[src/rtl/i2c_byte_rx.sv]
// I2C slave receive byte engine: shifts SDA on SCL rises, strobes each byte, drives ACK via open-drain enable.
// Optional macro I2C_BYTE_RX_ADDR_MATCH_EN adds a 7-bit address compare on the first byte after START.
module i2c_byte_rx #(
    parameter int unsigned US   = 1,
    parameter int unsigned HOLD = 3 * US / 10
) (
    input  logic       clk,
    input  logic       rst,
    input  logic       sda,
    input  logic       scl_lohi,
    input  logic       scl_hilo,
    input  logic       sta,
    input  logic       sto,
    input  logic       ack_en,
`ifdef I2C_BYTE_RX_ADDR_MATCH_EN
    input  logic [6:0] addr,
`endif
    output logic [7:0] dat,
    output logic       vld,
    output logic       first,
    output logic       sda_oe
);

    localparam int unsigned HW = (HOLD == 0) ? 1 : $clog2(HOLD + 1);
    localparam logic [HW-1:0] HOLD_V = HW'(HOLD);

    typedef enum logic [1:0] {IDLE, BITS, ACKW, ACKD} state_t;

    state_t        state, state_n;
    logic [6:0]    sr, sr_n;
    logic [2:0]    cnt, cnt_n;
    logic          first_flag, first_flag_n;
    logic [HW-1:0] hold_cnt, hold_cnt_n;
    logic          hold_run, hold_run_n;
    logic          ack_lat, ack_lat_n;
    logic          clk_hi, clk_hi_n;
    logic [7:0]    dat_n;
    logic          vld_n, first_n, sda_oe_n;
    logic [7:0]    byte_w;
    logic          hold_done;

    assign byte_w    = {sr, sda};
    assign hold_done = hold_run && (hold_cnt == '0);

    always_ff @(posedge clk or posedge rst) begin
        if (rst) begin
            state      <= IDLE;
            sr         <= '0;
            cnt        <= '0;
            first_flag <= 1'b0;
            hold_cnt   <= '0;
            hold_run   <= 1'b0;
            ack_lat    <= 1'b0;
            clk_hi     <= 1'b0;
            dat        <= '0;
            vld        <= 1'b0;
            first      <= 1'b0;
            sda_oe     <= 1'b0;
        end else begin
            state      <= state_n;
            sr         <= sr_n;
            cnt        <= cnt_n;
            first_flag <= first_flag_n;
            hold_cnt   <= hold_cnt_n;
            hold_run   <= hold_run_n;
            ack_lat    <= ack_lat_n;
            clk_hi     <= clk_hi_n;
            dat        <= dat_n;
            vld        <= vld_n;
            first      <= first_n;
            sda_oe     <= sda_oe_n;
        end
    end

    always_comb begin
        state_n      = state;
        sr_n         = sr;
        cnt_n        = cnt;
        first_flag_n = first_flag;
        hold_cnt_n   = hold_cnt;
        hold_run_n   = hold_run;
        ack_lat_n    = ack_lat;
        clk_hi_n     = clk_hi;
        dat_n        = dat;
        vld_n        = 1'b0;
        first_n      = 1'b0;
        sda_oe_n     = sda_oe;

        if (sto) begin
            state_n    = IDLE;
            cnt_n      = '0;
            sda_oe_n   = 1'b0;
            hold_run_n = 1'b0;
            clk_hi_n   = 1'b0;
        end else if (sta) begin
            state_n      = BITS;
            cnt_n        = '0;
            first_flag_n = 1'b1;
            sda_oe_n     = 1'b0;
            hold_run_n   = 1'b0;
            clk_hi_n     = 1'b0;
        end else begin
            if (hold_run && (hold_cnt != '0))
                hold_cnt_n = hold_cnt - HW'(1);
            case (state)
                IDLE: ;
                BITS: begin
                    if (scl_lohi) begin
                        sr_n  = byte_w[6:0];
                        cnt_n = cnt + 3'd1;
                        if (cnt == 3'd7) begin
                            dat_n        = byte_w;
                            vld_n        = 1'b1;
                            first_n      = first_flag;
                            first_flag_n = 1'b0;
                            state_n      = ACKW;
`ifdef I2C_BYTE_RX_ADDR_MATCH_EN
                            // sr already holds byte[7:1] here; a foreign address parks us until the next START
                            if (first_flag && (sr != addr))
                                state_n = IDLE;
`endif
                        end
                    end
                end
                ACKW: begin
                    if (hold_done) begin
                        hold_run_n = 1'b0;
                        sda_oe_n   = ack_lat;
                        clk_hi_n   = 1'b0;
                        state_n    = ACKD;
                    end else if (!hold_run && scl_hilo) begin
                        ack_lat_n  = ack_en;
                        hold_cnt_n = HOLD_V;
                        hold_run_n = 1'b1;
                    end
                end
                ACKD: begin
                    if (hold_done) begin
                        hold_run_n = 1'b0;
                        sda_oe_n   = 1'b0;
                        cnt_n      = '0;
                        state_n    = BITS;
                    end else if (!hold_run) begin
                        if (scl_lohi) begin
                            clk_hi_n = 1'b1;
                        end else if (scl_hilo && clk_hi) begin
                            hold_cnt_n = HOLD_V;
                            hold_run_n = 1'b1;
                            clk_hi_n   = 1'b0;
                        end
                    end
                end
                default: state_n = IDLE;
            endcase
        end
    end

endmodule

[config.mk]
export PLATFORM = sky130hd
export DESIGN_NAME = i2c_byte_rx
export DESIGN_NICKNAME = d
export VERILOG_FILES = /design/src/rtl/i2c_byte_rx.sv
export SDC_FILE = /design/constraint.sdc
export NUM_CORES = 1
export LEC_CHECK = 0
export ABC_CLOCK_PERIOD_IN_PS = 1800
export BUFFER_PORTS_ARGS = -buffer_cell sky130_fd_sc_hd__buf_4
export CELL_PAD_IN_SITES_DETAIL_PLACEMENT = 0
export CELL_PAD_IN_SITES_GLOBAL_PLACEMENT = 1
export CORE_MARGIN = 10
export CORE_UTILIZATION = 47
export CTS_BUF_LIST = sky130_fd_sc_hd__clkbuf_8
export CTS_CLUSTER_DIAMETER = 120
export CTS_CLUSTER_SIZE = 20
export DETAILED_ROUTE_END_ITERATION = 10
export PLACE_DENSITY = 0.88
export SETUP_SLACK_MARGIN = 0.5
export SYNTH_ARGS = -nofsm -noshare
export SYNTH_HDL_FRONTEND = slang
export SYNTH_SLANG_ARGS = --single-unit
export TNS_END_PERCENT = 5
[constraint.sdc]
create_clock -name clk -period 1.8 [get_ports clk]
set_input_delay 0 -clock clk [delete_from_list [all_inputs] [get_ports clk]]
set_output_delay 0 -clock clk [all_outputs]
set_load 0.01 [all_outputs]
==> results.yml, run 1 <==
status:
  status: "complete, no violations"
logic_synthesis:
  synthAdderAreaFrac_pct: 1.953
  synth_compound_area_share_pct: 9.375
  synth.mux.area_fraction_pct: 16.41
  synth_ff_type: "dfrtp_1"
  async_reset_ff_share_pct: 100.0
  synth_seq_cells: 28
  netlist_instances: 93
  synth_top_family_by_area: "multiplexers"
  synth_area_sq_um: 1281
  synth_area_leaders: "dfrtp_1 (55%), mux2_4 (9.4%), mux2_2 (6.2%), a21oi_1 (2.0%), ha_1 (2.0%)"
  synth_edf_count: 0
  yosys.area.top_type: "dfrtp_1"
  ys_warn_count: 0
  syn_nets: 103
  ys_types: 31
  yosysSeqAreaShare_pct: 54.69
  post_synth.cell_area_avg_sq_um: 13.78
  synthXorXnorAreaFrac_pct: 0
  synth_top_area_share_pct: 54.69
  yosys.area_share.simple_pct: 15.33
drt:
  drt-vias-per-instance: 5.351
  wl_per_cell_um: 16.45
  drtIter0Drc: 20
  wirelength_um: 2534
  drt_pass1_iterations: 4
  antenna_left: 0
  remaining_drc_errors: 0
  dr_total_vias: 824
setup_path:
  arrival_ps: 1640
  setup.worst_path.end_class: "register"
  slowest_delay_ps: 360
  cp-start-kind: "register"
  path_buf_inv: 0
  cp_top_family: "flip-flops"
  cp_slowest_cell: "dfrtp_1"
  crit_type: "reg -> reg"
  cp_max_fo: 5
  worstPathRequired_ps: 1960
  path_cells: "ha_2 -> ha_4 -> nand4b_4 -> nor2_8 -> mux2_4"
power_and_ir_drop:
  ir_drop_v: 0.0006239
  powerDensity_nw_per_um2: 688.5
  p_leak_nw: 0.7965
  report.power.total_w: 0.001103
floorplan:
  core-area_sq_um: 2545
  start_util_pct: 50.34
  fp.dieW_um: 72.21
  fp.dieArea_sq_um: 5214
  core.rowCount: 18
  fp.dieH_um: 72.21
  ios: 19
sta:
  slew_viol_final: 0
  rsz0062_at_grt: "true"
  finalHoldViolCount: 0
  max-slew-margin-rel_pct: 58.99
  timing.fmax_mhz: 673.3
  period_share_pct: 82.52
  clock_skew_ps: 2.562
  tightest_slew_ps: 614.5
  period_needed_ps: 1485
  setup_viol: 0
  layout_setup_ws_ps: 314.7
  fin_tns_setup_ps: 0
place:
  pre_cts_ws_ps: 257.0
  gp_congestion: 0.7727
  hpwlAfterDp_um: 1814
  port_buffers: 18
global_routing:
  grt_pass1_vias: 931
  grt_max_degree: 17
  antenna_found_initial: 0
  grt_pass1_wl_um: 4547
  grt_use_total_pct: 10.56
  overflow: 0
cts:
  clk_path_buf_depth: 2
  htree_levels: 1
  clkLatencyLatePin_ps: 260
  clkTransAtPathRegs_ps: 90
  cts_made_buffers: 3
  cts-root-buf: "clkbuf_8"
  cts_tree: "done"
  numClockSinks: 28
job:
  maxCapViolCount: 0
cells_and_area:
  fin_util_pct: 62.93
  drive_gt1_share_pct: 43.55
  final_cell_mix: "dfrtp_1 (28), buf_4 (26), mux2_4 (8)"
  final_common_cell: "dfrtp_1"
  nets: 136
  num_antenna_cells: 0
  areaGrowthSynthToFinish_pct: 25.00
min_path:
  hold_class: "in -> reg"
-- Yosys cell counts, drive strengths merged, types with 3 or more instances --
cell / instances
dfrtp: 28
o21ai: 3
buf: 3
mux2: 16
nand2: 6
nor2b: 4
a21oi: 5
-- routing by layer --
| metal | share of wire, % | vias to the layer above | global-route usage, % |
|---|---|---|---|
| met3 | 5.0 | 2 | 3.946 |
| met4 | 0.55 | 0 | 2.366 |
| met5 | 0 | - | 0 |
| met1 | 47 | 412 | 13.29 |
| met2 | 47 | 13 | 16.72 |
| li1 | - | 397 | - |
-- final timing paths --
check                      startpoint  endpoint  slack (ps)  cells after the start
max                            cnt[0]    dat[0]         310                      5
min                               sta  state[0]          30                      3
max reg2reg                    cnt[0]    dat[0]         310                      5
min reg2reg                   ack_lat   ack_lat         490                      1
max in group asynchronous         rst     sr[2]         900                      4
min in group asynchronous         rst     sr[4]         360                      3
-- power by group --
part           switching (W)  internal [W]
logic              0.0000470     0.0000511
clock network       0.000175      0.000150
registers          0.0000228      0.000657
-- cell families after synthesis --
family / Yosys count
AOI/OAI and AO/OA: 17
muxes: 16
DFF: 28
and+or+nand+nor: 25
buffers and inverters: 5
adders and majority gates: 2
-- registers in the layout (all words and copies together), names as in the netlist --
register and count:
first 1, dat 8, sr 7, hold_cnt 1, first_flag 1, sda_oe 1, cnt 3, vld 1
state 2, clk_hi 1, ack_lat 1, hold_run 1
-- area by class of cell --
| cell class | count | area (sq um) |
|---|---|---|
| well taps | 30 | 37.54 |
| flip-flops and latches | 28 | 700.7 |
| multi-input cells | 61 | 579.3 |
| clock buffers | 3 | 41.29 |
| repair buffers | 30 | 235.2 |
| fillers | 198 | 943.4 |
| inverters | 2 | 7.507 |
-- through the flow --
step	instances	area, sq um	hold WS, ps
final	154	1602	30.32
after detailed placement	141	1470	103.2
after global routing	154	1602	30.80
after CTS	152	1585	23.50
after global placement	141	1470	96.63
after floorplan	93	1296	63.14
-- worst reg2reg max path: cells and delay by family (launching register included) --
family	cells	cell delay, ps
DFF	1	360
and+or+nand+nor	2	360
adders and majority gates	2	340
muxes	1	320
-- repair_timing --
action,CTS,global route
pin swaps,3,2
hold endpoints to repair,19,0
resized for setup,0,1
endpoints found under the setup margin,21,24
setup buffers,3,2
hold buffers,4,0
gates cloned,1,0
Note: power is estimated with default switching activity, not from simulation.
==> run 2, diff against run 1 <==
ABC_CLOCK_PERIOD_IN_PS = 1250   (was 1800)
CORE_UTILIZATION = 43   (was 47)
PLACE_DENSITY = 0.85   (was 0.88)
clock period = 1.25 ns   (was 1.8 ns; I/O delays follow)
==> results.yml, run 2 (synthesis gave the netlist of run 1 again) <==
sta:
  period_share_pct: 118.9
  whs_ps: -28.18
  layout_setup_ws_ps: -236.5
  clock_skew_ps: 1.208
  rsz0062_at_grt: "true"
  setup_viol: 15
  finalHoldViolCount: 2
  max-slew-margin-rel_pct: 73.02
  timing.fmax_mhz: 672.7
  slew_viol_final: 0
  period_needed_ps: 1487
  tightest_slew_ps: 404.8
drt:
  drtIter0Drc: 27
  remaining_drc_errors: 0
  antenna_left: 0
  drt_pass1_iterations: 4
  wirelength_um: 2461
  drt-vias-per-instance: 5.311
  wl_per_cell_um: 15.29
  dr_total_vias: 855
global_routing:
  gr-usage-met2_pct: 16.62
  overflow: 0
  met1_usage_pct: 11.61
  grt_use_total_pct: 9.693
  grt_max_degree: 21
  grt_pass1_vias: 919
  grt_util_met3_pct: 3.191
  antenna_found_initial: 0
  grt_pass1_wl_um: 4264
  busiest_layer: "met2"
floorplan:
  fp.dieW_um: 74.59
  core-area_sq_um: 2805
  fp.dieArea_sq_um: 5563
  start_util_pct: 45.67
  core.rowCount: 19
  ios: 19
  fp.dieH_um: 74.59
job:
  maxCapViolCount: 0
power_and_ir_drop:
  powerDensity_nw_per_um2: 918.8
  ir_drop_v: 0.001052
  p_leak_nw: 0.8348
cells_and_area:
  final_cell_area_sq_um: 1732
  final_cell_mix: "dfrtp_1 (28), buf_4 (20), buf_6 (12)"
  largest-register: "dat"
  regArea_sq_um: 700.7
  fin_util_pct: 61.73
  fillers: 214
  largest_reg_flops: 8
  final_common_cell: "dfrtp_1"
  largestRegisters: "dat: 8 flops, sr: 7 flops, cnt: 3 flops"
  drive_gt1_share_pct: 50.77
  num_antenna_cells: 0
  areaGrowthSynthToFinish_pct: 35.16
  nets: 142
  multi_input_area_sq_um: 604.3
place:
  dpl_cell_area_sq_um: 1567
  gp_congestion: 0.7580
  hpwlAfterDp_um: 1861
  port_buffers: 18
status:
  status: "finished with violations"
  violations: "hold timing, setup timing"
setup_path:
  path_cells: "ha_2 -> ha_4 -> nand4b_4 -> nor2_8 -> mux2_4"
  path_buf_inv: 0
  slowest_delay_ps: 370
  cp-start-kind: "register"
  cp_max_fo: 5
  arrival_ps: 1640
  ff2ff_setup_slack_ps: -240
  setup.worst_path.end_class: "register"
  worstPathRequired_ps: 1400
  crit_type: "reg -> reg"
  cp_slowest_cell: "dfrtp_1"
  cp_top_family: "flip-flops"
cts:
  clkLatencyLatePin_ps: 260
  numClockSinks: 28
  cts_made_buffers: 3
  clk_path_buf_depth: 2
  htree_levels: 1
  clkTransAtPathRegs_ps: 80
  cts_tree: "done"
  cts-root-buf: "clkbuf_8"
min_path:
  hold_class: "in -> reg"
run 2: changes by cell type in the layout (fill, tap and decap cells not counted), sizes merged:
cell	delta
inv	-1
clkinvlp	+1
buf	+7
dlygate4sd3	-1
run 2: what timing repair did:
| action | CTS | global route |
|---|---|---|
| resized for setup | 17 | 3 |
| gates cloned | 1 | 0 |
| hold buffers | 2 | 1 |
| setup endpoints to repair | 39 | 59 |
| buffers inserted | 1 | 0 |
| endpoints found under the hold margin | 13 | 3 |
| pin swaps | 5 | 1 |
run 2: power by group:
part | leakage (nW) | switching [W] | internal [W]
clock network | 0.0216 | 0.000242 | 0.000216
registers | 0.380 | 0.0000316 | 0.000947
logic | 0.433 | 0.0000724 | 0.0000826
total | 0.835 | 0.000346 | 0.00124
run 2: final timing paths:
kind,from,endpoint,cells past startpoint
min reg2reg,first_flag,first,1
min,sda,dat[0],2
max,cnt[1],dat[2],5
min in group asynchronous,rst,ack_lat,3
max in group asynchronous,rst,sr[1],4
max reg2reg,cnt[1],dat[2],5
run 2: metrics by stage:
| step | total power [W] | worst slack [ps] | hold WS (ps) | std cells | TNS (ps) |
|---|---|---|---|---|---|
| after detailed placement | 0.001138 | -272.1 | 5.109 | 153 | -2515 |
| after global placement | 0.001130 | -236.5 | 0.06700 | 153 | -2164 |
| final | 0.001591 | -236.5 | -28.18 | 161 | -2356 |
| after global routing | 0.001681 | -304.2 | -43.54 | 161 | -3645 |
| after CTS | 0.001600 | -235.0 | -32.63 | 160 | -2177 |
| after floorplan | 0.001071 | -197.1 | 63.14 | 93 | -1731 |
run 2: metal layers:
layer	up-vias	wire (um)
met5	-	0
met3	2	100
met2	10	1329
met4	0	8
met1	433	1021
li1	410	-
run 2: cell type report:
class,count,share of cell area (%)
multi-input combinational,61,34.90
timing repair buffer,36,19.36
tap,31,2.240
clock buffer,3,2.384
sequential,28,40.46
inverter,2,0.6503
